<file path="src/rtl/wb_reg_bank_if.sv">
// rtl/wb_reg_bank_if.sv - Wishbone slave bus bundle for the register bank
// Signal names follow the bank's Wishbone port list; modports give the master and slave views.
interface wb_reg_bank_if #(
  parameter int DATA_WIDTH = 8,
  parameter int ADDR_WIDTH = 5
);
  logic [ADDR_WIDTH-1:0] wb_addr_i;
  logic [DATA_WIDTH-1:0] wb_data_i;
  logic [DATA_WIDTH-1:0] wb_data_o;
  logic                  wb_we_i;
  logic                  wb_cycle_i;
  logic                  wb_strobe_i;
  logic                  wb_sel_i;
  logic                  wb_ack_o;
  logic                  wb_stall_o;

  modport master (
    output wb_addr_i, wb_data_i, wb_we_i, wb_cycle_i, wb_strobe_i, wb_sel_i,
    input  wb_data_o, wb_ack_o, wb_stall_o
  );

  modport slave (
    input  wb_addr_i, wb_data_i, wb_we_i, wb_cycle_i, wb_strobe_i, wb_sel_i,
    output wb_data_o, wb_ack_o, wb_stall_o
  );
endinterface

</file>
<file path="src/rtl/wb_reg_bank.sv">
// rtl/wb_reg_bank.sv - parametrised Wishbone register bank
// Control, synchronised status, sticky W1C events with per-register interrupt masks.
module wb_reg_bank #(
  parameter int DATA_WIDTH  = 8,
  parameter int ADDR_WIDTH  = 5,
  parameter int NUM_CTRL    = 4,
  parameter int NUM_STATUS  = 2,
  parameter int NUM_EVENT   = 1,
  parameter int SYNC_STAGES = 2,
  parameter logic [NUM_CTRL*DATA_WIDTH-1:0] CTRL_RESET = '0
) (
  input  logic                             wb_clock_i,
  input  logic                             wb_reset_ni,
  wb_reg_bank_if.slave                     wb,
  input  logic [NUM_STATUS*DATA_WIDTH-1:0] status_i,
  input  logic [NUM_EVENT*DATA_WIDTH-1:0]  event_i,
  output logic [NUM_CTRL*DATA_WIDTH-1:0]   ctrl_o,
  output logic [NUM_CTRL-1:0]              ctrl_wr_o,
  output logic                             irq_o
);

  localparam int STATUS_BASE = NUM_CTRL;
  localparam int EVENT_BASE  = NUM_CTRL + NUM_STATUS;
  localparam int MASK_BASE   = EVENT_BASE + NUM_EVENT;
  localparam int MAP_SIZE    = MASK_BASE + NUM_EVENT;
  localparam int IN_W        = (NUM_STATUS + NUM_EVENT) * DATA_WIDTH;
  localparam int WARM_CYCLES = SYNC_STAGES + 1;

  if (MAP_SIZE > (1 << ADDR_WIDTH)) begin : g_map_check
    $error("wb_reg_bank: register map does not fit the address space");
  end
  if (SYNC_STAGES < 0 || SYNC_STAGES > 3) begin : g_sync_check
    $error("wb_reg_bank: SYNC_STAGES must be 0..3");
  end

  // Status and event inputs share one synchroniser chain.
  logic [IN_W-1:0] in_raw;
  logic [IN_W-1:0] in_sync;

  assign in_raw = {event_i, status_i};

  if (SYNC_STAGES == 0) begin : g_nosync
    assign in_sync = in_raw;
  end else begin : g_sync
    logic [SYNC_STAGES-1:0][IN_W-1:0] sync_q;

    always_ff @(posedge wb_clock_i) begin
      if (!wb_reset_ni) begin
        sync_q <= '0;
      end else begin
        sync_q[0] <= in_raw;
        for (int i = 1; i < SYNC_STAGES; i++) begin
          sync_q[i] <= sync_q[i-1];
        end
      end
    end

    assign in_sync = sync_q[SYNC_STAGES-1];
  end

  logic [NUM_STATUS-1:0][DATA_WIDTH-1:0] status_sync;
  logic [NUM_EVENT-1:0][DATA_WIDTH-1:0]  event_sync;

  assign status_sync = in_sync[NUM_STATUS*DATA_WIDTH-1:0];
  assign event_sync  = in_sync[IN_W-1 -: NUM_EVENT*DATA_WIDTH];

  // Edge detection stays off until the synchroniser has flushed its reset zeros.
  logic [2:0] warm_cnt;
  logic       warm_done;

  assign warm_done = (warm_cnt == 3'(WARM_CYCLES));

  always_ff @(posedge wb_clock_i) begin
    if (!wb_reset_ni) begin
      warm_cnt <= '0;
    end else if (!warm_done) begin
      warm_cnt <= warm_cnt + 3'd1;
    end
  end

  logic [NUM_EVENT-1:0][DATA_WIDTH-1:0] ev_prev;
  logic [NUM_EVENT-1:0][DATA_WIDTH-1:0] ev_rise;

  always_ff @(posedge wb_clock_i) begin
    if (!wb_reset_ni) begin
      ev_prev <= '0;
      ev_rise <= '0;
    end else begin
      ev_prev <= event_sync;
      ev_rise <= warm_done ? (event_sync & ~ev_prev) : '0;
    end
  end

  // Accepted transfer is held one cycle; its write and ack both land on the next edge.
  logic                  req_valid;
  logic                  req_we;
  logic                  req_sel;
  logic [ADDR_WIDTH-1:0] req_addr;
  logic [DATA_WIDTH-1:0] req_data;

  always_ff @(posedge wb_clock_i) begin
    if (!wb_reset_ni) begin
      req_valid <= 1'b0;
      req_we    <= 1'b0;
      req_sel   <= 1'b0;
      req_addr  <= '0;
      req_data  <= '0;
    end else begin
      req_valid <= wb.wb_cycle_i & wb.wb_strobe_i;
      req_we    <= wb.wb_we_i;
      req_sel   <= wb.wb_sel_i;
      req_addr  <= wb.wb_addr_i;
      req_data  <= wb.wb_data_i;
    end
  end

  logic wr_en;
  assign wr_en = req_valid & req_we & req_sel;

  logic [NUM_CTRL-1:0][DATA_WIDTH-1:0]  ctrl_q;
  logic [NUM_EVENT-1:0][DATA_WIDTH-1:0] ev_q;
  logic [NUM_EVENT-1:0][DATA_WIDTH-1:0] mask_q;

  logic [NUM_CTRL-1:0]                  ctrl_we;
  logic [NUM_EVENT-1:0]                 mask_we;
  logic [NUM_EVENT-1:0][DATA_WIDTH-1:0] ev_clr;
  logic [DATA_WIDTH-1:0]                rd_data;

  always_comb begin
    ctrl_we = '0;
    mask_we = '0;
    ev_clr  = '0;
    rd_data = '0;
    for (int k = 0; k < NUM_CTRL; k++) begin
      if (int'(req_addr) == k) begin
        rd_data    = ctrl_q[k];
        ctrl_we[k] = wr_en;
      end
    end
    for (int s = 0; s < NUM_STATUS; s++) begin
      if (int'(req_addr) == STATUS_BASE + s) begin
        rd_data = status_sync[s];
      end
    end
    for (int e = 0; e < NUM_EVENT; e++) begin
      if (int'(req_addr) == EVENT_BASE + e) begin
        rd_data   = ev_q[e];
        ev_clr[e] = wr_en ? req_data : '0;
      end
      if (int'(req_addr) == MASK_BASE + e) begin
        rd_data    = mask_q[e];
        mask_we[e] = wr_en;
      end
    end
  end

  always_ff @(posedge wb_clock_i) begin
    if (!wb_reset_ni) begin
      ctrl_q    <= CTRL_RESET;
      ctrl_wr_o <= '0;
    end else begin
      for (int k = 0; k < NUM_CTRL; k++) begin
        if (ctrl_we[k]) begin
          ctrl_q[k] <= req_data;
        end
      end
      ctrl_wr_o <= ctrl_we;
    end
  end

  // A new edge beats a simultaneous write-1-to-clear of the same bit.
  always_ff @(posedge wb_clock_i) begin
    if (!wb_reset_ni) begin
      ev_q   <= '0;
      mask_q <= '0;
      irq_o  <= 1'b0;
    end else begin
      ev_q <= (ev_q & ~ev_clr) | ev_rise;
      for (int e = 0; e < NUM_EVENT; e++) begin
        if (mask_we[e]) begin
          mask_q[e] <= req_data;
        end
      end
      irq_o <= |(ev_q & mask_q);
    end
  end

  logic                  ack_q;
  logic [DATA_WIDTH-1:0] data_q;

  always_ff @(posedge wb_clock_i) begin
    if (!wb_reset_ni) begin
      ack_q  <= 1'b0;
      data_q <= '0;
    end else begin
      ack_q  <= req_valid;
      data_q <= req_valid ? rd_data : '0;
    end
  end

  assign wb.wb_ack_o   = ack_q;
  assign wb.wb_data_o  = data_q;
  assign wb.wb_stall_o = 1'b0;
  assign ctrl_o        = ctrl_q;

endmodule

</file>
<file path="src/flat_wrapper.sv">
// flat-port wrapper written by rule: the top's interface ports become plain ports
module wb_reg_bank_flat 
#(
  parameter int DATA_WIDTH  = 8,
  parameter int ADDR_WIDTH  = 5,
  parameter int NUM_CTRL    = 4,
  parameter int NUM_STATUS  = 2,
  parameter int NUM_EVENT   = 1,
  parameter int SYNC_STAGES = 2,
  parameter logic [NUM_CTRL*DATA_WIDTH-1:0] CTRL_RESET = '0
)
  (wb_clock_i, wb_reset_ni, status_i, event_i, ctrl_o, ctrl_wr_o, irq_o, wb_wb_addr_i, wb_wb_data_i, wb_wb_we_i, wb_wb_cycle_i, wb_wb_strobe_i, wb_wb_sel_i, wb_wb_data_o, wb_wb_ack_o, wb_wb_stall_o);
  wb_reg_bank_if #(.DATA_WIDTH(DATA_WIDTH), .ADDR_WIDTH(ADDR_WIDTH)) wb_i ();
  input  logic wb_clock_i;
  input  logic wb_reset_ni;
  input  logic [NUM_STATUS*DATA_WIDTH-1:0] status_i;
  input  logic [NUM_EVENT*DATA_WIDTH-1:0] event_i;
  output logic [NUM_CTRL*DATA_WIDTH-1:0] ctrl_o;
  output logic [NUM_CTRL-1:0] ctrl_wr_o;
  output logic irq_o;
  input wire logic [$bits(wb_i.wb_addr_i)-1:0] wb_wb_addr_i;
  input wire logic [$bits(wb_i.wb_data_i)-1:0] wb_wb_data_i;
  input wire logic [$bits(wb_i.wb_we_i)-1:0] wb_wb_we_i;
  input wire logic [$bits(wb_i.wb_cycle_i)-1:0] wb_wb_cycle_i;
  input wire logic [$bits(wb_i.wb_strobe_i)-1:0] wb_wb_strobe_i;
  input wire logic [$bits(wb_i.wb_sel_i)-1:0] wb_wb_sel_i;
  output wire logic [$bits(wb_i.wb_data_o)-1:0] wb_wb_data_o;
  output wire logic [$bits(wb_i.wb_ack_o)-1:0] wb_wb_ack_o;
  output wire logic [$bits(wb_i.wb_stall_o)-1:0] wb_wb_stall_o;
  assign wb_i.wb_addr_i = wb_wb_addr_i;
  assign wb_i.wb_data_i = wb_wb_data_i;
  assign wb_i.wb_we_i = wb_wb_we_i;
  assign wb_i.wb_cycle_i = wb_wb_cycle_i;
  assign wb_i.wb_strobe_i = wb_wb_strobe_i;
  assign wb_i.wb_sel_i = wb_wb_sel_i;
  assign wb_wb_data_o = wb_i.wb_data_o;
  assign wb_wb_ack_o = wb_i.wb_ack_o;
  assign wb_wb_stall_o = wb_i.wb_stall_o;
  wb_reg_bank #(.DATA_WIDTH(DATA_WIDTH), .ADDR_WIDTH(ADDR_WIDTH), .NUM_CTRL(NUM_CTRL), .NUM_STATUS(NUM_STATUS), .NUM_EVENT(NUM_EVENT), .SYNC_STAGES(SYNC_STAGES), .CTRL_RESET(CTRL_RESET)) u_core (.wb_clock_i(wb_clock_i), .wb_reset_ni(wb_reset_ni), .wb(wb_i), .status_i(status_i), .event_i(event_i), .ctrl_o(ctrl_o), .ctrl_wr_o(ctrl_wr_o), .irq_o(irq_o));
endmodule
</file>
<file path="config.mk">
export PLATFORM = sky130hd
export DESIGN_NAME = wb_reg_bank_flat
export DESIGN_NICKNAME = d
export VERILOG_FILES = /design/src/rtl/wb_reg_bank_if.sv /design/src/rtl/wb_reg_bank.sv /design/src/flat_wrapper.sv
export SDC_FILE = /design/constraint.sdc
export NUM_CORES = 1
export LEC_CHECK = 0
export ABC_AREA = 1
export CORE_ASPECT_RATIO = 0.6
export CORE_MARGIN = 2
export CORE_UTILIZATION = 34
export DETAILED_ROUTE_END_ITERATION = 12
export PLACE_DENSITY_LB_ADDON = 0.12
export REMOVE_ABC_BUFFERS = 1
export SYNTH_ARGS = -nofsm -noshare
export SYNTH_HDL_FRONTEND = slang
export SYNTH_SLANG_ARGS = --single-unit
</file>
<file path="constraint.sdc">
create_clock -name wb_clock_i -period 2.25 [get_ports wb_clock_i]
set_clock_uncertainty 0.2 [all_clocks]
set_input_delay 0.45 -clock wb_clock_i [delete_from_list [all_inputs] [get_ports wb_clock_i]]
set_output_delay 0.45 -clock wb_clock_i [all_outputs]
set_load 0.02 [all_outputs]
</file>
==> results of run 1 <==
[per-layer routing]
layer	GRT usage, %	share of wire (%)
met2	22.0	39
met4	5.85	1.1
met1	25.5	55
met3	3.88	5.7
met5	0	0
[cells in the mapped netlist, types with 10 or more instances]
master                       n
sky130_fd_sc_hd__nor2_4     10
sky130_fd_sc_hd__nor2_1     45
sky130_fd_sc_hd__o21ai_0    21
sky130_fd_sc_hd__inv_2      10
sky130_fd_sc_hd__inv_1     114
sky130_fd_sc_hd__nand3_1    41
sky130_fd_sc_hd__nand2_1   109
sky130_fd_sc_hd__nand4_1    20
sky130_fd_sc_hd__clkbuf_1   14
sky130_fd_sc_hd__dfxtp_1   145
sky130_fd_sc_hd__o21ai_2    15
sky130_fd_sc_hd__a21oi_1    21
[layout make-up]
class,instances,area (µm²)
clock inverter,9,106
fill,1445,7830
clock buffer,23,478
inverter,126,478
sequential,145,2900
multi-input combinational,323,1660
tap,198,248
timing repair buffer,96,938
[worst paths after layout]
kind,to,start,cells after the start
worst min register to register,u_core.ev_rise[5]$_SDFF_PN0_,u_core.ev_prev[5]$_SDFF_PN0_,1
worst max-delay path,ctrl_o[30],u_core.ctrl_o[30]$_SDFFE_PN0P_,1
worst max register to register,u_core.ctrl_o[29]$_SDFFE_PN0P_,u_core.req_addr[4]$_SDFF_PN0_,7
worst min-delay path,u_core.ev_rise[5]$_SDFF_PN0_,u_core.ev_prev[5]$_SDFF_PN0_,1
[state kept, by name, indices dropped and copies added, names as in the netlist, 3 cells and up]
register,flops
u_core.ev_rise,8
u_core.mask_q,8
u_core.wb.wb_data_o,8
u_core.ev_prev,8
u_core.ctrl_o,32
u_core.in_sync,24
u_core.g_sync.sync_q,24
u_core.ev_q,8
u_core.req_data,8
u_core.ctrl_wr_o,4
u_core.req_addr,5
u_core.warm_cnt,3
[kinds of logic after synthesis]
logic type	after synthesis	share of synthesized area, %
xor+xnor	1	0.171
buf+inv	146	11.1
flops	145	56.6
compound gates	75	8.95
simple gates	244	22.6
other cells	1	0.0731
fa+ha+maj	2	0.488
[power by group]
part | internal, mW | switching [mW]
sequential | 2.65 | 0.0397
combinational | 0.125 | 0.169
clock | 1.72 | 1.04
total | 4.49 | 1.25
[per-stage QoR]
| stage | utilization [%] | hold slack, ns |
|---|---|---|
| 2_1_floorplan | - | 0.175 |
| 3_3_place_gp | 42.5 | 0.181 |
| 3_5_place_dp | 42.5 | 0.184 |
| 4_1_cts | 46.5 | 0.192 |
| 5_1_grt | 46.5 | 0.202 |
| 6_report | 46.5 | 0.190 |
==> impl_summary.md, run 1 <==
Outcome
The flow ran to the end, and the final reports show no timing, DRC or antenna violations.

Clock network
The clock tree from TritonCTS is done. The clock root buffer master is sky130_fd_sc_hd__clkbuf_16. The number of cells upsized or downsized after cts is 0. The clock insertion delay at the later pin of the skew report is 0.41 ns. The clock net in this run drives a total of around 150 sinks.

The longest clock path from root to sink contains 2 buffers. In this run, post-CTS hold repair placed 0 buffers. The H-tree was split into 4 levels. After clock tree synthesis, the clock-pin slew on the worst setup and hold paths is around 0.060 ns. The number of buffers created by CTS is 17. Post-CTS timing repair inserted 0 buffers for setup.

Yosys
The count of flip-flops with a built-in enable after synthesis is 0. Among all flip-flop cells after synthesis, the most frequent one is sky130_fd_sc_hd__dfxtp_1. Yosys attributes the largest share of cell area to sky130_fd_sc_hd__dfxtp_1, sky130_fd_sc_hd__inv_1, sky130_fd_sc_hd__nand2_1, sky130_fd_sc_hd__nand3_1, sky130_fd_sc_hd__nor2_1. The area share of the largest cell type after synthesis is between 50% and 60%. For this run, the register share of the synthesized area comes to 56.6%. The largest total area in the synthesized netlist belongs to sky130_fd_sc_hd__dfxtp_1. The cell area that synthesis handed to floorplanning was 5130 µm².

The fraction of registers with async set or reset after synthesis is 0%. The post-synthesis instance total is between 600 and 700. The count of different cell masters after synthesis is 31.

The number of synthesis warnings is 0. The number of register bits inferred by synthesis is 145. Dividing the synthesized area by the synthesized cell count gives around 8.4 µm².

Finish
The commonest non-fill, non-tap cell in the layout is sky130_fd_sc_hd__dfxtp_1. The final instance area is roughly 7000 µm². The count of nets after finishing is between 700 and 800. The non-filler instance count after layout is between 900 and 1000.

The number of antenna diodes in the final layout is 0. The library cells used most frequently in the layout, excluding fill and tap cells, are sky130_fd_sc_hd__dfxtp_1, sky130_fd_sc_hd__inv_1, sky130_fd_sc_hd__nand2_1, sky130_fd_sc_hd__clkdlybuf4s50_1, sky130_fd_sc_hd__nor2_1. The area added between synthesis and finish is 32.8%. In the final layout, the share of cells above drive strength 1 is 11.9%.

Power
Dividing total power by cell area gives a power density of 843 nW/µm². Power comes to around 5.7 mW. The static leakage is around 3.1 nW. The worst-case vdd ir drop is about 0.00056 V.

Die
The placeable core region is ~15000 µm². The total I/O pin count is 90. The total die area is about 16000 µm². The effective utilization at floorplan is 35.0%. The die is 163 µm wide. In this run the vertical extent of the chip is roughly 99 µm. The row count is 34.

Routing
The total vias in the final route is roughly 4100. The number of design rule violations left after detail routing is 0. The detailed-routing iteration count for the pre-antenna-repair pass is 5.

The total routed wirelength is roughly 13000 µm. After detailed routing, the average wire length per cell comes to around 14 µm. The first routing iteration left around 290 violations. Once detail routing completed, the nets flagged for antenna violations numbered 0. The post-detailed-route via-to-cell ratio is 4.41.

Critical path
The worst path buffer plus inverter count is 1. The element type at the critical path end is an output port. The critical path is of the register to output port type. The signal on the critical path passes through clkdlybuf4s50_1. The setup check on the worst reg-to-reg path leaves a slack of 0.41 ns. The maximum cell stage delay along the critical path is between 0.6 and 0.7 ns. The type of element launching the critical path is a register. The maximum fanout encountered on the critical timing path is 3.

The slowest stage of the critical path is the sky130_fd_sc_hd__clkdlybuf4s50_1 cell. The arrival time reported for the critical path endpoint is 1.45 ns. Among cell families on the critical path, the largest total delay comes from buffers and inverters. Data on the critical path is required at its endpoint by 1.60 ns.

STA
The number of max-slew violations in the final report came to 0. Timing would allow up to between 400 and 500 MHz. Setup violations remaining at the end of the flow were counted as 0. The count of final hold-check violations is 0. Setup repair after global routing left no endpoint under its margin. Summed over all failing endpoints, the final setup total negative slack is 0 ns. The setup slack after layout is around 0.15 ns. The ratio of final minimum period to clock period is between 90% and 100%. The worst path in the final design needs a cycle of 2.10 ns, including I/O delays and setup.

Global route
The overall fraction of global-route tracks in use is between 15 and 20%. The number of antenna violations at the first check in global routing came to 0. The pin count of the biggest net entering global routing is 49. The wire length of the first global-routing pass is around 20000 µm.

The total global routing overflow is 0. The number of global-route vias before repair came to 3843.

Run
The tool flagged a number of max-cap violations equal to 0.

Placed design
The number of port buffers is 88. After legalization and detailed placement, the total HPWL measured between 9000 and 10000 µm. The pre-CTS setup slack is approximately 0.45 ns. In this run the cell area measured after placement is slightly above 6000 µm². The last weighted congestion value of the routability-driven placer is ~0.83.

The count of placed standard cells including taps is about 890.

Hold path
The path class of the lowest-slack min-delay path is register to register.
No activity file was read; power rests on OpenSTA's default activity.
==> run 2, diff against run 1 <==
SLEW_MARGIN = 15   (was unset)
==> results of run 2 <==
The final DEF is identical to that of run 1; final timing and power are the same.
==> run 3, diff against run 2 <==
clock period = 1.8 ns   (was 2.25 ns; I/O delays follow)
==> impl_summary.md, run 3 (synthesized netlist as in run 1, its figures left out) <==
Outcome
The run finished with clean final reports.

Routing
The total vias in the final route is 4159. The first-iteration detailed-routing DRC count is between 200 and 250. The average routed wire per standard cell is around 14 µm. In the routed design, unresolved DRC markers number 0. The number of routed nets with antenna violations is 0.

The routed design has roughly 13000 µm of wire. The detailed-routing iteration count for the pre-antenna-repair pass is 5. The post-detailed-route via-to-cell ratio is approximately 4.5.

Placed design
The number of port buffers is a little under 90. Routability-driven placement finished with a final weighted congestion of between 0.8 and 0.9. The pre-CTS setup slack is -0.0816 ns. The placed standard-cell area is around 6300 µm². Including well taps, the total number of placed cells is approximately 900. The HPWL after detailed placement is between 9000 and 10000 µm.

Finish
The area added between synthesis and finish is 33.6%. The final instance area is roughly 6900 µm². The register with the most flip-flops in the layout has 32 of them. In the layout the commonest cells are sky130_fd_sc_hd__dfxtp_1, sky130_fd_sc_hd__inv_1, sky130_fd_sc_hd__nand2_1, sky130_fd_sc_hd__dlygate4sd2_1, sky130_fd_sc_hd__nor2_1.

The count of cells in the finished layout, fillers not included, comes to approximately 930. The footprint of the multi-input gates is about 1700 µm². The register cell area after layout is between 2000 and 3000 µm². 0 antenna diodes ended up in the layout.

The commonest non-fill, non-tap cell in the layout is sky130_fd_sc_hd__dfxtp_1. The count of nets after finishing is 762. Of the cells placed in the final design, the portion with a size suffix greater than 1 is 13.2%. The number of filler cells placed in the layout is 1470.

Clock network
The clock root buffer master is sky130_fd_sc_hd__clkbuf_16. The clock drives ~150 sinks. The clock insertion delay at the later pin of the skew report is 0.41 ns. CTS built an H-tree with a depth of 4. The post-cts hold buffer count is 0. The clock tree from TritonCTS is done. Counting along the longest clock path gives a buffer depth of 2. Clock tree synthesis inserted a total of 17 buffers.

The clock transition at the registers of the reported paths is approximately 0.060 ns.

STA
Static timing analysis puts the maximum clock frequency at ~570 MHz. The number of max-slew violations in the final report is 0. The count of final hold-check violations is 0.

The clock period could shrink to 1.74 ns. The ratio of final minimum period to clock period is between 90% and 100%. The setup slack after layout is between 0.05 and 0.06 ns. The total negative setup slack is 0 ns. Setup repair after global routing left no endpoint under its margin. Setup violations remaining at the end of the flow were counted as 0.

Die
The floorplan step set the die height to ~99 µm. In this run the standard cell core region covers ~15000 µm². From left edge to right edge, the die measures approximately 160 µm. The floorplan has 34 rows. The effective utilization at floorplan is between 30% and 40%. The total I/O pin count is 90. The total die area is roughly 16000 µm².

Critical path
Traced cell by cell, the critical path runs through dlygate4sd2_1. The cell depth of the worst setup path is 1. In this run the register-to-register setup slack is 0.07 ns. STA classifies the critical path endpoint as an output port. Broken down by cell family, the worst path's largest delay share belongs to flip-flops. Counting both buffers and inverters, the worst setup path holds a total of 1.

The slowest cell on the critical path is sky130_fd_sc_hd__dfxtp_1. The arrival time reported for the critical path endpoint is roughly 1.2 ns. The startpoint of the lowest-slack register-to-register path is u_core.req_addr[4]$_SDFF_PN0_. Following the worst setup path forward leads to its endpoint at ctrl_o[28].

STA classifies the critical path startpoint as a register. The maximum fanout encountered on the critical timing path is 3. The launching instance or port of the critical path is u_core.ctrl_o[28]$_SDFFE_PN0P_. Measured in cells, the most critical reg-to-reg path has a length of 7. The required time at the endpoint of the critical path is 1.24 ns. The critical path is of the register to output port type.

For this run, the slowest stage of the critical path takes roughly 0.41 ns. The worst flop-to-flop path endpoint is u_core.mask_q[1]$_SDFFE_PN0P_.

Power
Across the VDD grid, the largest voltage drop is approximately 0.00060 V. In this run, the combinational gates consume under 10% of the power. The clock network burns a little under half of the power. For this design the total switching power over the nets is ~1.6 mW. The static leakage is around 3.4 nW. The internal power consumption is about 5.6 mW. Sequential cells burn 47.2% of the power. The total power density per cell area is between 1000 and 1500 nW/µm². Net switching is about 22% of the power.

Global route
The number of global-route vias before repair is around 3900. The number of antenna violations at the first check in global routing is 0. The overall fraction of global-route tracks in use is 17.3%.

Entering global routing, the biggest net connects 68 pins. The first global-routing pass estimated between 20000 and 25000 µm of wire. The total global routing overflow is 0.

Run
The number of maximum-capacitance constraint violations is 0.

Hold path
The path class of the lowest-slack min-delay path is input pin to register.
==> run 3: changes by cell type in the layout (fill, tap and decap cells not counted), sizes merged <==
cell	change
clkinv	-1
clkinvlp	+1
dlygate4sd2	+46
clkdlybuf4s50	-46
buf	+8
==> run 3: worst register-to-register path, stage by stage (launching register included) <==
cell and delay [ns]:
sky130_fd_sc_hd__dfxtp_1 0.34, sky130_fd_sc_hd__nor2_4 0.19, sky130_fd_sc_hd__nand2_4 0.12, sky130_fd_sc_hd__nor3_4 0.22
sky130_fd_sc_hd__buf_12 0.15, sky130_fd_sc_hd__nand2_4 0.12, sky130_fd_sc_hd__o21ai_0 0.21, sky130_fd_sc_hd__a21oi_1 0.06
==> run 3: routing by layer <==
metal,wire length [µm],GRT usage [%],vias to the layer above
li1,-,-,2112
met1,7100,27.1,1887
met2,4960,22.9,151
met3,1000,4.55,9
met4,99,4.90,0
met5,0,0,-
==> run 3: power by group through the flow <==
stage | registers (mW) | clock network (mW) | logic (mW)
after CTS | 3.36 | 3.43 | 0.388
after floorplan | 3.42 | 0 | 0.179
final | 3.36 | 3.37 | 0.387
after detailed placement | 3.43 | 0 | 0.386
after global placement | 3.43 | 0 | 0.376
after global routing | 3.37 | 3.59 | 0.439
==> run 3: worst min path at each step <==
| stage | start | endpoint | depth (start not counted) |
|---|---|---|---|
| floorplan | u_core.ev_prev[0]$_SDFF_PN0_ | u_core.ev_rise[0]$_SDFF_PN0_ | 1 |
| global placement | u_core.ev_prev[1]$_SDFF_PN0_ | u_core.ev_rise[1]$_SDFF_PN0_ | 1 |
| detailed placement | u_core.ev_prev[4]$_SDFF_PN0_ | u_core.ev_rise[4]$_SDFF_PN0_ | 1 |
| CTS | wb_reset_ni | u_core.ctrl_o[11]$_SDFFE_PN0P_ | 3 |
| global route | wb_reset_ni | u_core.ctrl_o[8]$_SDFFE_PN0P_ | 3 |
| finish | wb_reset_ni | u_core.ctrl_o[11]$_SDFFE_PN0P_ | 3 |
==> run 3: timing repair <==
item | in CTS | in global routing
setup buffers | 1 | 0
cloned | 0 | 0
setup endpoints to repair | 58 | 14
gates resized for setup | 47 | 8
pin swaps | 1 | 0
==> run 3: area by class of cell <==
type	count	area share (%)
Sequential cell	145	42.4
Multi-Input combinational cell	323	24.4
Timing Repair Buffer	104	14.3
Inverter	126	6.97
Clock buffer	23	6.68
Tap cell	198	3.62
Clock inverter	9	1.59
==> run 3: through the flow <==
step           hold WS, ns  power, mW  utilization, %
2_1_floorplan        0.175       3.60               -
3_3_place_gp         0.185       3.81            43.1
3_5_place_dp         0.184       3.82            43.1
4_1_cts              0.153       7.18            46.7
5_1_grt              0.164       7.40            46.8
6_report             0.170       7.12            46.8
